**config.mk**
```make
export PLATFORM = sky130hd
export DESIGN_NAME = l1d_rr_arb_stage
export DESIGN_NICKNAME = d
export VERILOG_FILES = /design/src/rtl/l1d_rr_arb_stage.sv
export SDC_FILE = /design/constraint.sdc
export NUM_CORES = 1
export LEC_CHECK = 0
export CAP_MARGIN = 40
export CORE_ASPECT_RATIO = 1.25
export CORE_UTILIZATION = 37
export DETAILED_ROUTE_END_ITERATION = 10
export GPL_TIMING_DRIVEN = 1
export PLACE_DENSITY_LB_ADDON = 0.2
export SLEW_MARGIN = 20
export SYNTH_ARGS = -nofsm -noshare
export SYNTH_HDL_FRONTEND = slang
export SYNTH_HIERARCHICAL = 1
export SYNTH_SLANG_ARGS = --single-unit
```
**constraint.sdc**
```tcl
create_clock -name clk -period 3.5 [get_ports clk]
set_input_delay 0.7 -clock clk [delete_from_list [all_inputs] [get_ports clk]]
set_output_delay 0.7 -clock clk [all_outputs]
set_load 0.1 [all_outputs]
```
**src/rtl/l1d_rr_arb_stage.sv**
```systemverilog
// l1d_rr_arb_stage: registered round-robin arbiter for the L1D request path.
// Requesters compete through a rotating-priority search. The winner's payload is
// selected by a one-hot mux and captured in a single valid/ready output register.

// onehot_mux: AND-OR selector. The select is one-hot or zero; zero gives zero.
module onehot_mux #(
    parameter int unsigned SOURCE_COUNT = 4,
    parameter int unsigned DATA_WIDTH   = 32
) (
    input  logic [SOURCE_COUNT-1:0]            sel_i,
    input  logic [SOURCE_COUNT*DATA_WIDTH-1:0] data_i,
    output logic [DATA_WIDTH-1:0]              data_o
);

    // OR together every source gated by its select bit
    always_comb begin
        data_o = '0;
        for (int unsigned i = 0; i < SOURCE_COUNT; i++) begin
            data_o = data_o | (data_i[i*DATA_WIDTH +: DATA_WIDTH] & {DATA_WIDTH{sel_i[i]}});
        end
    end

endmodule

module l1d_rr_arb_stage #(
    parameter int unsigned REQ_COUNT  = 4,
    parameter int unsigned DATA_WIDTH = 32,
    parameter int unsigned ID_WIDTH   = (REQ_COUNT > 1) ? $clog2(REQ_COUNT) : 1
) (
    input  logic                            clk,
    input  logic                            rst,
    input  logic [REQ_COUNT-1:0]            req_vld_i,
    output logic [REQ_COUNT-1:0]            req_rdy_o,
    input  logic [REQ_COUNT*DATA_WIDTH-1:0] req_data_i,
    output logic                            out_vld_o,
    input  logic                            out_rdy_i,
    output logic [DATA_WIDTH-1:0]           out_data_o,
    output logic [REQ_COUNT-1:0]            out_grant_o,
    output logic [ID_WIDTH-1:0]             out_id_o
);

    logic                  out_vld_q,   out_vld_d;
    logic [DATA_WIDTH-1:0] out_data_q,  out_data_d;
    logic [REQ_COUNT-1:0]  out_grant_q, out_grant_d;
    logic [ID_WIDTH-1:0]   out_id_q,    out_id_d;
    logic [ID_WIDTH-1:0]   ptr_q,       ptr_d;

    logic                  load_en;
    logic                  handshake;
    logic                  found;
    logic [REQ_COUNT-1:0]  gnt;
    logic [ID_WIDTH-1:0]   gnt_id;
    logic [DATA_WIDTH-1:0] sel_data;
    int unsigned           idx;

    // Register accepts new data when empty or draining this cycle
    assign load_en = ~out_vld_q | out_rdy_i;

    // Rotating-priority search starting at ptr_q; ptr_q is always < REQ_COUNT,
    // so a single conditional subtract handles wrap for any REQ_COUNT.
    always_comb begin
        gnt    = '0;
        gnt_id = '0;
        found  = 1'b0;
        idx    = 0;
        for (int unsigned i = 0; i < REQ_COUNT; i++) begin
            idx = 32'(ptr_q) + i;
            if (idx >= REQ_COUNT) begin
                idx = idx - REQ_COUNT;
            end
            if (!found && req_vld_i[idx]) begin
                found    = 1'b1;
                gnt[idx] = 1'b1;
                gnt_id   = ID_WIDTH'(idx);
            end
        end
    end

    // Ready is masked during reset so no requester sees a phantom handshake
    always_comb begin
        req_rdy_o = (load_en && !rst) ? gnt : '0;
    end

    assign handshake = load_en & found;

    onehot_mux #(
        .SOURCE_COUNT (REQ_COUNT),
        .DATA_WIDTH   (DATA_WIDTH)
    ) u_onehot_mux (
        .sel_i  (gnt),
        .data_i (req_data_i),
        .data_o (sel_data)
    );

    // Next-state: load on handshake, empty on idle load slot, otherwise hold
    always_comb begin
        out_vld_d   = out_vld_q;
        out_data_d  = out_data_q;
        out_grant_d = out_grant_q;
        out_id_d    = out_id_q;
        ptr_d       = ptr_q;
        if (handshake) begin
            out_vld_d   = 1'b1;
            out_data_d  = sel_data;
            out_grant_d = gnt;
            out_id_d    = gnt_id;
            ptr_d       = (gnt_id == ID_WIDTH'(REQ_COUNT - 1)) ? '0 : gnt_id + ID_WIDTH'(1);
        end else if (load_en) begin
            out_vld_d = 1'b0;
        end
    end

    // State registers with synchronous reset; reset drops any held transaction
    always_ff @(posedge clk) begin
        if (rst) begin
            out_vld_q   <= 1'b0;
            out_data_q  <= '0;
            out_grant_q <= '0;
            out_id_q    <= '0;
            ptr_q       <= '0;
        end else begin
            out_vld_q   <= out_vld_d;
            out_data_q  <= out_data_d;
            out_grant_q <= out_grant_d;
            out_id_q    <= out_id_d;
            ptr_q       <= ptr_d;
        end
    end

    assign out_vld_o   = out_vld_q;
    assign out_data_o  = out_data_q;
    assign out_grant_o = out_grant_q;
    assign out_id_o    = out_id_q;

endmodule

```
==> metrics.yaml <==
route:
  finalWirelength_mm: 11.1
  ant_nets: 0
  wl_met3_um: 582
  route.detailed.drc: 0
  vias_per_cell: 5.46
  maxUsedRoutingLayer: "met4"
  vias: 3628
  wire_per_inst_um: 16.7
  wl_met1_mm: 4.13
  drt-initial-drc-count: 120
  drt-pass1-iter-count: 4
  route.met2.wl_mm: 6.12
worst_setup_path:
  worstPathCellList: "clkdlybuf4s50_1 > buf_4 > mux2i_2 > o22ai_1 > a211o_2 > a22oi_2 > nor2_2 > buf_12"
  crit_arrival_ns: 2.73
  slowest_stage: "clkdlybuf4s50_1"
  cp_slowest_stage_delay_ns: 0.53
  crit_type: "in -> out"
  critPathMaxFanout: 6
  r2r_cells: 12
  cp-start-kind: "input pin"
  r2r-end: "out_data_o[12]$_SDFFE_PP0P_"
  crit_path_end_kind: "output port"
  r2r-start: "ptr_q[0]$_SDFFE_PP0P_"
  ff2ff_setup_slack_ns: 0.36
  critPathRequiredTime_ns: 2.80
power_and_ir_drop:
  powerDensity_nw_per_um2: 968
  leakage_nw: 2.33
  vdd_drop_max_mv: 0.838
global_routing:
  track_usage_pct: 28.3
  grt-ovfl-total: 0
  grt_max_degree: 43
  antenna_found_initial: 0
  grt_pass1_wl_mm: 17.6
  grt_pass1_vias: 3789
sta:
  timing.final.crit_share_pct: 97.9
  fin_crit_ns: 3.43
  worst_pin_slew_ns: 0.755
  finalHoldViolations: 0
  skew_ns: 0.00500
  finalMaxSlewViolations: 0
  slew_headroom_pct: 49.6
  fmax_ghz: 0.292
  final.setup.worst_slack_ns: 0.0738
  setup_violations: 0
  rsz0062_at_grt: "false"
  finalSetupTns_ns: 0
cts:
  cts.sinks: 41
  cts_max_level: 2
  clk_latency_ns: 0.29
  cts_made_buffers: 5
  cts_buffer_depth: 2
  cts.clk_slew.worst_paths_ns: 0.08
  cts_hold_repair.buffers: 0
  cts_root_buf: "clkbuf_8"
  cts_tree: "built"
yosys:
  synth.yosys.seq_area_share_pct: 29.7
  synth_top_cell_area_share_pct: 29.7
  synth_edf_count: 0
  yosys.area.top_type: "dfxtp_1"
  ys_ff_latch: 41
  synth_area_um2: 2770
  yosysUniqueCellTypes: 36
  syn_inst: 365
  yosysMostFrequentCell: "nand2_1"
  synth_common_cells: "nand2_1, a22oi_1, a21oi_1, dfxtp_1, buf_2"
  yosys_warnings: 6
  synth_ff_type: "dfxtp_1"
  synth_area_leaders: "dfxtp_1, a22oi_1, nand2_1"
  ys_async_sr_fraction_pct: 0
  syn_avg_cell_area_um2: 7.58
  syn-num-nets: 508
place:
  place.gp.congestion: 0.870
  hpwlAfterDp_mm: 8.60
  place_ws_ns: 0.0460
  numPortBuffers: 177
  place_area_um2: 5500
  placed_cells: 656
floorplan:
  die_w_um: 79.3
  core_um2: 7100
  fp-row-count: 34
  pin_count: 178
  start_util_pct: 38.9
  dieArea_um2: 7830
  die_h_um: 98.7
min_path:
  min_from: "out_data_o[8]$_SDFFE_PP0P_"
  min_path_cells: 2
  worstHoldEndpoint: "out_data_o[8]$_SDFFE_PP0P_"
  holdCritPathClass: "reg -> reg"
layout:
  final_cell_area_um2: 5640
  layout.cells.non_filler: 664
  area_growth_pct: 104
  drive_gt1_share_pct: 15.5
  antenna_cells: 0
  fin_nets: 716
  fill_cells: 454
flow_run:
  maxCapViolCount: 0
run_status:
  status: "complete, no violations"
-- cell type report --
type	count	area, um^2	share of cell area [%]
multi-input combinational	285	1750	31.1
clock inverter	1	30.0	0.533
inverter	7	26.3	0.466
sequential	41	821	14.6
clock buffer	7	86.3	1.53
timing repair buffer	233	2810	49.8
tap	90	113	2.00
-- layout by cell type, fill, tap and decap left out, types with 6 or more instances in the layout --
cell type | Yosys | layout
buf_12 | 0 | 7
buf_4 | 4 | 15
buf_8 | 0 | 19
ha_1 | 8 | 8
clkbuf_8 | 0 | 6
a22oi_1 | 64 | 64
a21oi_1 | 42 | 41
dfxtp_1 | 41 | 41
buf_16 | 0 | 20
o22ai_1 | 8 | 8
inv_1 | 7 | 7
nand2b_1 | 6 | 6
clkdlybuf4s50_1 | 0 | 172
nand2_1 | 107 | 107
-- critical path: cells and delay by family --
family          cells  cell delay [ns]
mux                 1             0.26
simple gates        1             0.09
buf+inv             3             0.91
compound gates      3             0.76
-- per-layer routing --
metal | vias to the layer above | global-route usage [%]
li1 | 1728 | -
met1 | 1728 | 31.0
met2 | 150 | 53.8
met3 | 22 | 5.19
met4 | 0 | 8.67
met5 | - | 0
-- where the power goes --
group / switching (mW) / leakage [nW] / internal, mW
clock network: 0.163 / 0.0585 / 0.233
registers: 0.0826 / 0.341 / 0.633
logic: 2.58 / 1.93 / 1.76
total: 2.83 / 2.33 / 2.63
-- sequential cells by signal (all words and copies together) (netlist names) --
register	count
out_id_o	2
ptr_q	2
out_data_o	32
out_grant_o	4
out_vld_o	1
-- how the worst max path moves through the flow --
stage | startpoint | endpoint | slack, ns | cells past startpoint
6_report | req_vld_i[2] | req_rdy_o[3] | 0.07 | 8
3_5_place_dp | req_vld_i[2] | out_data_o[12]$_SDFFE_PP0P_ | 0.05 | 12
3_3_place_gp | req_vld_i[0] | req_rdy_o[0] | 0.15 | 7
2_1_floorplan | ptr_q[0]$_SDFFE_PP0P_ | req_rdy_o[0] | 0.1 | 8
5_1_grt | ptr_q[0]$_SDFFE_PP0P_ | req_rdy_o[3] | 0.001 | 8
4_1_cts | ptr_q[0]$_SDFFE_PP0P_ | req_rdy_o[3] | 0.06 | 8
-- repair_timing --
| item | 4_1_cts | 5_1_grt |
|---|---|---|
| setup buffers | 0 | 0 |
| gates resized for setup | 0 | 4 |
| endpoints found under the setup margin | 0 | 4 |
| endpoints found under the hold margin | 0 | 0 |
-- metrics by stage --
step                hold WS [ns]  utilization [%]  power [mW]
floorplan                  0.627                -        3.39
global placement           0.442             65.7        4.18
global route               0.472             79.4        5.72
CTS                        0.457             79.1        5.43
detailed placement         0.446             77.4        5.02
finish                     0.455             79.4        5.45
-- cell families after synthesis --
family                     Yosys count  share of synthesized area (%)
AOI/OAI and AO/OA                  136                           34.6
adders and majority gates            8                           3.62
buffers and inverters               39                           8.50
DFF                                 41                           29.7
muxes                                9                           3.84
and+or+nand+nor                    132                           19.8
Note: power is estimated with default switching activity, not from simulation.
